--- config.mk ---
export PLATFORM = sky130hd
export DESIGN_NAME = lf_multiword_add_seq
export DESIGN_NICKNAME = d
export VERILOG_FILES = /design/src/rtl/lf_multiword_add_seq.sv
export SDC_FILE = /design/constraint.sdc
export NUM_CORES = 1
export LEC_CHECK = 0
export CAP_MARGIN = 25
export CORE_ASPECT_RATIO = 1.75
export CORE_MARGIN = 3
export CORE_UTILIZATION = 45
export CTS_BUF_LIST = sky130_fd_sc_hd__clkbuf_4 sky130_fd_sc_hd__clkbuf_8
export DETAILED_ROUTE_END_ITERATION = 12
export PLACE_DENSITY = 0.73
export SLEW_MARGIN = 20
export SYNTH_ARGS = -nofsm -noshare
export SYNTH_HDL_FRONTEND = slang
export SYNTH_SLANG_ARGS = --single-unit
--- constraint.sdc ---
create_clock -name clk -period 8.55 [get_ports clk]
set_input_delay 1.71 -clock clk [delete_from_list [all_inputs] [get_ports clk]]
set_output_delay 1.71 -clock clk [all_outputs]
set_load 0.01 [all_outputs]
--- src/rtl/lf_multiword_add_seq.sv ---
// lf_multiword_add_seq: computes a WORDS x 16-bit addition by running one
// shared 16-bit Ladner-Fischer prefix adder over successive slices. A carry
// register links the slices. Operands and results use valid/ready handshakes.
// Optional build macro LF_SEQ_OVF_EN adds a registered signed-overflow flag.
// Without the macro, ovf is tied low.

// 16-bit exact parallel-prefix adder (Ladner-Fischer / Sklansky tree).
// Sum[16:1] is the 16-bit sum and Sum[17] is the carry out.
module Ladner_Fischer_Exact (
  input  logic [15:0] A,
  input  logic [15:0] B,
  input  logic        Cin,
  output logic [17:1] Sum
);
  logic [16:0] c;

  // Level 0 holds per-bit generate/propagate.
  // After level l, node i covers group [i : (i>>l)<<l].
  // After level 4, every node covers [i:0].
  for (genvar l = 0; l <= 4; l++) begin : lvl
    logic [15:0] g;
    logic [15:0] p;
    if (l == 0) begin : base
      assign g = A & B;
      assign p = A ^ B;
    end else begin : merge
      for (genvar i = 0; i < 16; i++) begin : node
        if (((i >> (l - 1)) & 1) == 1) begin : join_blk
          localparam int J = ((i >> (l - 1)) << (l - 1)) - 1;
          assign g[i] = lvl[l-1].g[i] | (lvl[l-1].p[i] & lvl[l-1].g[J]);
          assign p[i] = lvl[l-1].p[i] & lvl[l-1].p[J];
        end else begin : pass_blk
          assign g[i] = lvl[l-1].g[i];
          assign p[i] = lvl[l-1].p[i];
        end
      end
    end
  end

  // The carry into bit i+1 is the group generate over [i:0],
  // plus the group propagate over [i:0] applied to Cin.
  assign c   = {lvl[4].g | (lvl[4].p & {16{Cin}}), Cin};
  assign Sum = {c[16], lvl[0].p ^ c[15:0]};
endmodule

module lf_multiword_add_seq #(
  parameter int WORDS = 4
) (
  input  logic                 clk,
  input  logic                 rst,
  input  logic                 in_valid,
  output logic                 in_ready,
  input  logic [16*WORDS-1:0]  a,
  input  logic [16*WORDS-1:0]  b,
  input  logic                 cin,
  output logic                 out_valid,
  input  logic                 out_ready,
  output logic [16*WORDS-1:0]  sum,
  output logic                 cout,
  output logic                 ovf
);
  localparam int W  = 16 * WORDS;
  localparam int KW = (WORDS > 1) ? $clog2(WORDS) : 1;
  localparam logic [KW-1:0] K_LAST = KW'(WORDS - 1);

  typedef enum logic [1:0] {IDLE, RUN, DONE} state_t;

  state_t          state;
  logic [W-1:0]    a_q;
  logic [W-1:0]    b_q;
  logic            carry;
  logic [KW-1:0]   k;
  logic [KW+3:0]   shift;
  logic [15:0]     slice_a;
  logic [15:0]     slice_b;
  logic [17:1]     slice_res;
  logic [W-1:0]    slice_mask;
  logic [W-1:0]    slice_ins;

  assign in_ready = (state == IDLE) & ~rst;

  // Slice k occupies bits [16k+15:16k]. Shift by 16*k to select it.
  assign shift      = {k, 4'b0000};
  assign slice_a    = 16'(a_q >> shift);
  assign slice_b    = 16'(b_q >> shift);
  assign slice_mask = W'(16'hFFFF) << shift;
  assign slice_ins  = W'(slice_res[16:1]) << shift;

  Ladner_Fischer_Exact u_adder (
    .A   (slice_a),
    .B   (slice_b),
    .Cin (carry),
    .Sum (slice_res)
  );

  // Sequencer FSM: accept operands, ripple one slice per cycle, then hold the result.
  always_ff @(posedge clk) begin
    if (rst) begin
      state     <= IDLE;
      out_valid <= 1'b0;
      sum       <= '0;
      cout      <= 1'b0;
      carry     <= 1'b0;
      k         <= '0;
`ifdef LF_SEQ_OVF_EN
      ovf       <= 1'b0;
`endif
    end else begin
      case (state)
        IDLE: begin
          if (in_valid && in_ready) begin
            a_q   <= a;
            b_q   <= b;
            carry <= cin;
            k     <= '0;
            state <= RUN;
          end
        end
        RUN: begin
          sum   <= (sum & ~slice_mask) | slice_ins;
          carry <= slice_res[17];
          if (k == K_LAST) begin
            cout      <= slice_res[17];
`ifdef LF_SEQ_OVF_EN
            // The carry into the MSB is a^b^sum at bit W-1.
            // Overflow is that carry XOR the carry out of the top slice.
            ovf       <= a_q[W-1] ^ b_q[W-1] ^ slice_res[16] ^ slice_res[17];
`endif
            out_valid <= 1'b1;
            state     <= DONE;
          end else begin
            k <= k + 1'b1;
          end
        end
        DONE: begin
          if (out_ready) begin
            out_valid <= 1'b0;
            state     <= IDLE;
          end
        end
        default: begin
          state     <= IDLE;
          out_valid <= 1'b0;
        end
      endcase
    end
  end

`ifndef LF_SEQ_OVF_EN
  assign ovf = 1'b0;
`endif

endmodule

==> results of run 1 <==
==> state kept, by name, summed over array words and instances, names as in the netlist <==
register,count
sum,64
state,2
out_valid,1
k,2
carry,1
cout,1
a_q,64
b_q,64
==> synthesized netlist by cell type (all sizes together), types with 5 or more instances <==
| library cell | n |
|---|---|
| edfxtp | 128 |
| inv | 6 |
| a31oi | 5 |
| xnor2 | 5 |
| a21oi | 15 |
| buf | 6 |
| nor3 | 16 |
| clkbuf | 13 |
| nand2 | 16 |
| ha | 20 |
| nor2 | 44 |
| a22oi | 24 |
| dfxtp | 71 |
| a32o | 8 |
| o21ai | 18 |
| mux4 | 32 |
| a21o | 5 |
| a22o | 24 |
==> worst max-delay path by stage <==
| stage | slack (ns) | startpoint | endpoint | depth (start not counted) |
|---|---|---|---|---|
| 3_3_place_gp | 3.69 | rst | in_ready | 4 |
| 3_5_place_dp | 3.68 | rst | in_ready | 4 |
| 6_report | 3.67 | rst | in_ready | 4 |
| 4_1_cts | 3.66 | rst | in_ready | 4 |
| 5_1_grt | 3.57 | rst | in_ready | 4 |
| 2_1_floorplan | 1.88 | rst | carry$_SDFFE_PP0P_ | 6 |
==> worst max-delay path, cell delays in order <==
cell             delay (ns)
clkdlybuf4s50_1        0.40
buf_4                  0.25
nor3_1                 0.23
clkdlybuf4s50_1        0.58
==> cells by family after synthesis <==
| family | synth area share |
|---|---|
| AO/OA/AOI/OAI | 0.114 |
| AND/OR/NAND/NOR | 0.0624 |
| multiplexers | 0.0947 |
| buffers and inverters | 0.0136 |
| flip-flops | 0.672 |
| XOR/XNOR | 0.00894 |
| adder cells (fa/ha/maj) | 0.0345 |
| other | 0.000478 |
==> per-layer routing <==
layer,vias up,global-route usage,part of all wire
met2,195,0.373,0.58
met4,0,0.0768,0.025
met3,29,0.0290,0.045
li1,2445,-,-
met5,-,0,0
met1,2610,0.213,0.35
==> cell type report <==
type | count | area [µm²]
fill | 1344 | 6490
sequential | 199 | 5270
multi-input combinational | 286 | 2470
timing repair buffer | 204 | 2050
tap | 227 | 284
clock buffer | 18 | 241
clock inverter | 14 | 200
inverter | 7 | 26.3
==> power groups by stage <==
stage	clock (mW)	sequential (mW)	combinational (mW)
floorplan	0	1.10	0.165
global placement	0	1.10	0.296
detailed placement	0	1.10	0.304
CTS	0.652	1.08	0.305
global route	0.689	1.08	0.331
finish	0.641	1.08	0.306
==> impl_metrics.csv, run 1 <==
group,metric,value,unit
clock_tree,post_cts_resized,0,
power_and_ir_drop,irDropWorstVdd,0.111,mV
critical_path,r2r_slack,4.89,ns
sta,setup_slack,3.67,ns
drt,first_iter_violations,261,
die,placementRows,63,
synthesis,synth.top_cells.by_area,"edfxtp_1 (49%), dfxtp_1 (18%), mux4_2 (9.2%), ha_1 (3.2%), a22o_1 (2.7%)",
synthesis,synth_cells,511,
sta,tightest_slew,0.998,ns
global_routing,track_usage,0.196,
drt,ant_nets,0,
finish,drive_gt1_frac,0.110,
power_and_ir_drop,p_sw,531,µW
synthesis,syn_nets,665,
synthesis,async_reset_ff_frac,0,
die,boundaryPins,201,
clock_tree,hold_buffers,0,
job,max_cap_violations,0,
finish,diodes,0,
min_path,min-delay-start,"sum[22]$_SDFFE_PP0P_",
power_and_ir_drop,clockPowerShare,0.317,
status,outcome,"finished clean",
power_and_ir_drop,seqPwrFrac,0.532,
place,dp_cells,922,
global_routing,grt_pass1_vias,5537,
critical_path,worstPathRequired,6.84,ns
finish,layout_common_cells,"clkdlybuf4s50_1 (199), edfxtp_1 (128), dfxtp_1 (69)",
critical_path,cp-start-kind,"input pin",
global_routing,antenna_found_initial,0,
sta,fmax,0.205,GHz
global_routing,overflow,0,
die,die_height,181,µm
power_and_ir_drop,fin_total_pwr,2.03,mW
drt,via_count,5279,
clock_tree,cts_root_buffer,"clkbuf_8",
clock_tree,cts_sinks,199,
drt,viasPerCell,5.53,
sta,period_needed,4.88,ns
synthesis,synth_edf_count,128,
sta,rsz0062_at_grt,"false",
drt,wl_per_cell,19.5,µm
clock_tree,clk_pin_slew,0.10,ns
critical_path,crit_path_max_fanout,37,
place,gp_congestion,0.828,
finish,nets,869,
synthesis,avgSynthCellArea,15.3,µm²
critical_path,arrival,3.17,ns
min_path,whs_path_depth,2,
power_and_ir_drop,p_sw_frac,0.262,
clock_tree,cts_htree_levels,4,
sta,relSlewSlack,0.329,
drt,firstDrtPassIters,5,
place,hpwl,14200,µm
die,start_util,0.460,
finish,areaGrowthSynthToFinish,34.5,%
synthesis,ys_seq_area_frac,0.672,
place,port-buffer-count,199,
die,core_area,17000,µm²
power_and_ir_drop,cellPowerDensity,192,nW/µm²
place,placement.cell_area,10100,µm²
clock_tree,cts_buffers,17,
clock_tree,insertion_delay,0.47,ns
sta,finalHoldViolations,0,
critical_path,r2r_start,"k[0]$_SDFFE_PP0P_",
finish,final_common_cell,"clkdlybuf4s50_1",
sta,period_share,0.571,
synthesis,ys_types,54,
min_path,min_to,"sum[22]$_SDFFE_PP0P_",
synthesis,synth_area,7840,µm²
drt,routed_wirelength,18600,µm
synthesis,post-synth-top-area-cell,"edfxtp_1",
power_and_ir_drop,combPwrFrac,0.151,
finish,fin_area,10500,µm²
synthesis,synth_top_cell_area_share,0.490,
global_routing,grt_pass1_wl,28800,µm
sta,skew,0.0222,ns
clock_tree,cts_buffer_depth,2,
drt,drc,0,
sta,report.final.slew_viol_count,0,
synthesis,synth_ff_type,"edfxtp_1",
critical_path,cp-end-kind,"output port",
critical_path,ff2ff_path_depth,9,
place,dp_slack,3.68,ns
power_and_ir_drop,intPower,1.49,mW
die,die_w,106,µm
sta,holdWs,0.478,ns
critical_path,critPathKind,"input pin to output port",
finish,utilization,0.619,
sta,setup_tns,0,ns
synthesis,synth-seq-cells,199,
clock_tree,cts_setup_buffers,0,
min_path,hold_class,"flop to flop",
clock_tree,cts_tree,"built",
power_and_ir_drop,p_leak,3.59,nW
global_routing,grt_max_degree,88,
critical_path,r2r_end,"sum[61]$_SDFFE_PP0P_",
finish,final_cells,955,
sta,finalSetupViolCount,0,
die,die_area,19100,µm²
synthesis,synth_warnings,0,
Note: power is estimated with default switching activity, not from simulation.
==> run 2: changes to the inputs <==
Clock period 8.55 ns to 4.5 ns, I/O delays scaled along.
==> run 2 against run 1 <==
  * Register-to-register slack got worse by 4.1 ns
  * Final cell count increased by 0.10%
  * Clock skew shrank 0.0012 ns
  * Clock-buffer cell count is 1 lower
  * Non-clock buffer count increased by 1
  * Final area fell by 0.57%
  * Flip-flop and latch count is the same
  * Utilization fell by 0.35 points
  * Sequential share of layout area is 0.29 points higher
  * Sequential power rose by 91%
  * Wire length up 0.91%
  * Critical endpoint is now sum[61]$_SDFFE_PP0P_
  * Combinational power increased by 87%
==> impl_metrics.csv, run 2 (synthesis gave the netlist of run 1 again) <==
group,metric,value,unit
status,outcome,"finished clean",
die,die_w,106,µm
finish,final_cells,956,
global_routing,antenna_found_initial,0,
sta,setup_slack,0.769,ns
clock_tree,cts_buffer_depth,2,
sta,fmax,0.268,GHz
drt,wl_per_cell,19.7,µm
place,dp_slack,0.734,ns
place,placement.cell_area,10100,µm²
global_routing,grt_pass1_vias,5552,
die,die_height,181,µm
clock_tree,cts_sinks,199,
finish,largestRegisters,"a_q x64, b_q x64, sum x64",
clock_tree,cts_setup_buffers,0,
critical_path,cp-start-kind,"flop",
finish,diodes,0,
global_routing,track_usage,0.199,
sta,skew,0.0210,ns
sta,period_needed,3.73,ns
finish,fin_area,10500,µm²
sta,tightest_slew,0.971,ns
sta,finalHoldViolations,0,
finish,drive_gt1_frac,0.110,
critical_path,crit_path_max_fanout,21,
power_and_ir_drop,cellPowerDensity,353,nW/µm²
finish,final_common_cell,"clkdlybuf4s50_1",
min_path,min-delay-start,"sum[54]$_SDFFE_PP0P_",
finish,nets,870,
finish,utilization,0.615,
drt,routed_wirelength,18800,µm
clock_tree,cts_tree,"built",
die,start_util,0.460,
drt,first_iter_violations,306,
critical_path,cp-end-kind,"flop",
global_routing,grt_pass1_wl,29300,µm
place,hpwl,14500,µm
clock_tree,cts_htree_levels,4,
critical_path,crit_start,"k[0]$_SDFFE_PP0P_",
drt,viasPerCell,5.49,
clock_tree,clk_pin_slew,0.11,ns
clock_tree,cts_root_buffer,"clkbuf_8",
drt,drc,0,
place,dp_cells,921,
min_path,hold_class,"flop to flop",
clock_tree,insertion_delay,0.46,ns
critical_path,r2r_start,"k[0]$_SDFFE_PP0P_",
sta,finalSetupViolCount,0,
sta,report.final.slew_viol_count,0,
drt,via_count,5246,
place,gp_congestion,0.914,
global_routing,overflow,0,
power_and_ir_drop,irDropWorstVdd,0.233,mV
die,boundaryPins,201,
critical_path,critPathKind,"flop to flop",
finish,areaGrowthSynthToFinish,33.7,%
sta,period_share,0.829,
sta,holdWs,0.476,ns
drt,firstDrtPassIters,5,
sta,rsz0062_at_grt,"false",
drt,ant_nets,0,
die,placementRows,63,
critical_path,arrival,4.09,ns
die,die_area,19100,µm²
power_and_ir_drop,p_leak,3.56,nW
sta,relSlewSlack,0.348,
job,max_cap_violations,0,
clock_tree,post_cts_resized,0,
die,core_area,17000,µm²
power_and_ir_drop,fin_total_pwr,3.70,mW
global_routing,grt_max_degree,98,
finish,layout_common_cells,"clkdlybuf4s50_1 (199), edfxtp_1 (128), dfxtp_1 (69)",
sta,setup_tns,0,ns
clock_tree,hold_buffers,0,
clock_tree,cts_buffers,17,
critical_path,worstPathRequired,4.85,ns
place,port-buffer-count,199,
## run 2: cell count changes in the layout (fill, tap and decap cells not counted)
cell | before | now
clkbuf_4 | 1 | 2
buf_16 | 1 | 0
bufinv_16 | 2 | 0
inv_8 | 2 | 3
buf_4 | 4 | 2
clkinv_1 | 1 | 2
clkinv_8 | 4 | 1
clkinvlp_4 | 0 | 2
clkinv_4 | 0 | 1
buf_12 | 0 | 2
clkinv_2 | 0 | 1
## run 2: power breakdown
group / leakage [nW] / total (mW) / internal (mW) / switching, mW
logic: 1.61 / 0.572 / 0.282 / 0.291
registers: 1.77 / 2.06 / 2.02 / 0.0359
clock network: 0.184 / 1.07 / 0.407 / 0.663
## run 2: per-layer routing
layer | share of wire | track usage | vias up
li1 | - | - | 2447
met1 | 0.35 | 0.217 | 2572
met2 | 0.58 | 0.376 | 195
met3 | 0.044 | 0.0369 | 32
met4 | 0.025 | 0.0752 | 0
met5 | 0 | 0 | -
## run 2: worst max-delay path, stage by stage, from the launching register on
cell and delay [ns]:
dfxtp_2 0.85, buf_12 0.27, mux4_2 0.56, ha_1 0.34
a211o_1 0.33, o211ai_2 0.12, nor3_1 0.11, or3_4 0.41
or3_4 0.36, a32o_1 0.27
## run 2: worst paths after layout
| kind | to | slack, ns | depth (start not counted) |
|---|---|---|---|
| hold reg to reg | sum[54]$_SDFFE_PP0P_ | 0.48 | 2 |
| setup / recovery | sum[61]$_SDFFE_PP0P_ | 0.77 | 9 |
| hold / removal | sum[54]$_SDFFE_PP0P_ | 0.48 | 2 |
| setup reg to reg | sum[61]$_SDFFE_PP0P_ | 0.77 | 9 |
## run 2: cell type report
cell class	count	area, µm²
fillers	1348	6550
repair buffers	205	2060
clock buffers	17	234
flip-flops and latches	199	5270
inverters	7	26.3
multi-input cells	286	2470
clock inverters	15	135
well taps	227	284
==> run 3: changes to the inputs <==
Settings changed: PLACE_DENSITY 0.73 to 0.76.
Clock period 4.5 ns to 3.15 ns, I/O delays scaled along.
==> run 3 against run 2 <==
  * Combinational power rose by 67%
  * Worst hold slack got worse by 0.0072 ns
  * Maximum frequency up 22%
  * First-iteration DRC count down 2.9%
  * Final area grew 4.4%
  * Non-clock buffer count grew 31
  * Critical path type unchanged
  * Critical endpoint is now sum[45]$_SDFFE_PP0P_
  * Largest cell class unchanged
==> impl_metrics.csv, run 3 (synthesis gave the netlist of run 1 again) <==
group,metric,value,unit
clock_tree,clk_pin_slew,0.11,ns
sta,rsz0062_at_grt,"false",
critical_path,cp-end-kind,"flop",
sta,finalSetupViolCount,0,
power_and_ir_drop,p_leak,3.75,nW
sta,holdWs,0.469,ns
die,placementRows,63,
drt,drc,0,
global_routing,antenna_found_initial,2,
critical_path,crit_top_cell,"or3_4",
die,die_area,19100,µm²
critical_path,r2r_slack,0.08,ns
drt,first_iter_violations,297,
clock_tree,cts_htree_levels,4,
sta,relSlewSlack,0.342,
global_routing,grt_pass1_wl,30200,µm
power_and_ir_drop,irDropWorstVdd,0.265,mV
critical_path,arrival,3.41,ns
drt,routed_wirelength,20000,µm
place,port-buffer-count,199,
drt,ant_nets,0,
drt,viasPerCell,5.49,
sta,tightest_slew,0.978,ns
finish,areaGrowthSynthToFinish,39.5,%
sta,report.final.slew_viol_count,0,
global_routing,overflow,0,
global_routing,grt_pass1_vias,5827,
sta,finalHoldViolations,0,
finish,layout_common_cells,"clkdlybuf4s50_1 (199), edfxtp_1 (128), dfxtp_1 (69)",
critical_path,cp-start-kind,"flop",
clock_tree,cts_tree,"built",
status,outcome,"finished clean",
die,core_area,17000,µm²
job,max_cap_violations,0,
critical_path,crit_path_max_fanout,10,
place,hpwl,15400,µm
sta,skew,0.0136,ns
sta,period_share,0.973,
critical_path,slowest_stage,"mux4_2",
place,dp_cells,947,
die,die_w,106,µm
drt,via_count,5433,
finish,nets,901,
power_and_ir_drop,cellPowerDensity,500,nW/µm²
sta,period_needed,3.07,ns
finish,drive_gt1_frac,0.164,
clock_tree,cts_sinks,199,
finish,utilization,0.642,
finish,fillers,1256,
die,start_util,0.460,
clock_tree,cts_root_buffer,"clkbuf_8",
critical_path,cp_cell_sequence,"buf_12 > buf_16 > mux4_2 > ha_4 > and3_1 > a221o_1 > or3_4 > or3_4 > a32o_1",
finish,largestRegisters,"a_q x64, b_q x64, sum x64",
critical_path,critPathKind,"flop to flop",
sta,fmax,0.326,GHz
die,die_height,181,µm
global_routing,grt_max_degree,60,
drt,wl_per_cell,20.2,µm
clock_tree,cts_buffers,17,
drt,firstDrtPassIters,5,
finish,final_cells,989,
critical_path,critPathMaxStageDelay,0.56,ns
critical_path,path_delay_family,"simple AND/OR/NAND/NOR gates",
clock_tree,cts_buffer_depth,2,
die,boundaryPins,201,
place,gp_congestion,0.860,
finish,final_common_cell,"clkdlybuf4s50_1",
min_path,hold_class,"flop to flop",
critical_path,worst-path-buf-inv,2,
global_routing,track_usage,0.208,
clock_tree,insertion_delay,0.46,ns
critical_path,worstPathRequired,3.49,ns
run 3: cell types whose count changed in the layout (fill, tap and decap cells not counted), sizes merged:
cell    delta
diode      +2
clkbuf     +1
buf       +30
run 3: what timing repair did:
| item | CTS | global route |
|---|---|---|
| pin swaps | 0 | 3 |
| cloned | 1 | 0 |
| buffers inserted | 3 | 1 |
| setup endpoints to repair | 4 | 16 |
| gates resized for setup | 3 | 15 |
| hold buffers | 0 | 0 |
run 3: per-layer routing:
metal	routed length [µm]	GRT usage
met1	6690	0.210
met2	11500	0.391
met3	944	0.0416
met4	804	0.112
met5	0	0
run 3: cell type report:
| cell class | instances | area (µm²) | share of cell area |
|---|---|---|---|
| inverter | 7 | 26.3 | 0.00240 |
| multi-input combinational | 286 | 2600 | 0.238 |
| tap | 227 | 284 | 0.0260 |
| sequential | 199 | 5270 | 0.482 |
| timing repair buffer | 236 | 2360 | 0.215 |
| clock buffer | 17 | 234 | 0.0214 |
| antenna | 2 | 5.00 | 0.000458 |
| clock inverter | 15 | 156 | 0.0143 |
run 3: report_power, final:
| part | switching [mW] | internal [mW] |
|---|---|---|
| Clock | 0.978 | 0.597 |
| Combinational | 0.467 | 0.490 |
| Sequential | 0.0439 | 2.89 |
run 3: tightest hold or removal path, delay by kind of cell (launching register included):
| family | cells | cell delay, ns |
|---|---|---|
| AOI/OAI and AO/OA | 1 | 0.06 |
| DFF | 1 | 0.34 |
| and+or+nand+nor | 1 | 0.05 |
run 3: path summary, 6_finish.rpt:
check	from	end	cells past startpoint
worst max register to register	k[0]$_SDFFE_PP0P_	sum[45]$_SDFFE_PP0P_	9
worst min-delay path	sum[38]$_SDFFE_PP0P_	sum[38]$_SDFFE_PP0P_	2
worst min register to register	sum[38]$_SDFFE_PP0P_	sum[38]$_SDFFE_PP0P_	2
worst max-delay path	k[0]$_SDFFE_PP0P_	sum[45]$_SDFFE_PP0P_	9
run 3: metrics by stage:
stage | setup WS [ns] | total power, mW | cell area [µm²] | TNS [ns]
after floorplan | 0.00534 | 3.44 | 7880 | 0
after global placement | 0.0304 | 3.85 | 10300 | 0
after detailed placement | -0.0332 | 3.88 | 10300 | -0.0722
after CTS | 0.00202 | 5.45 | 10800 | 0
after global routing | 0.00246 | 5.68 | 10900 | 0
final | 0.0849 | 5.47 | 10900 | 0
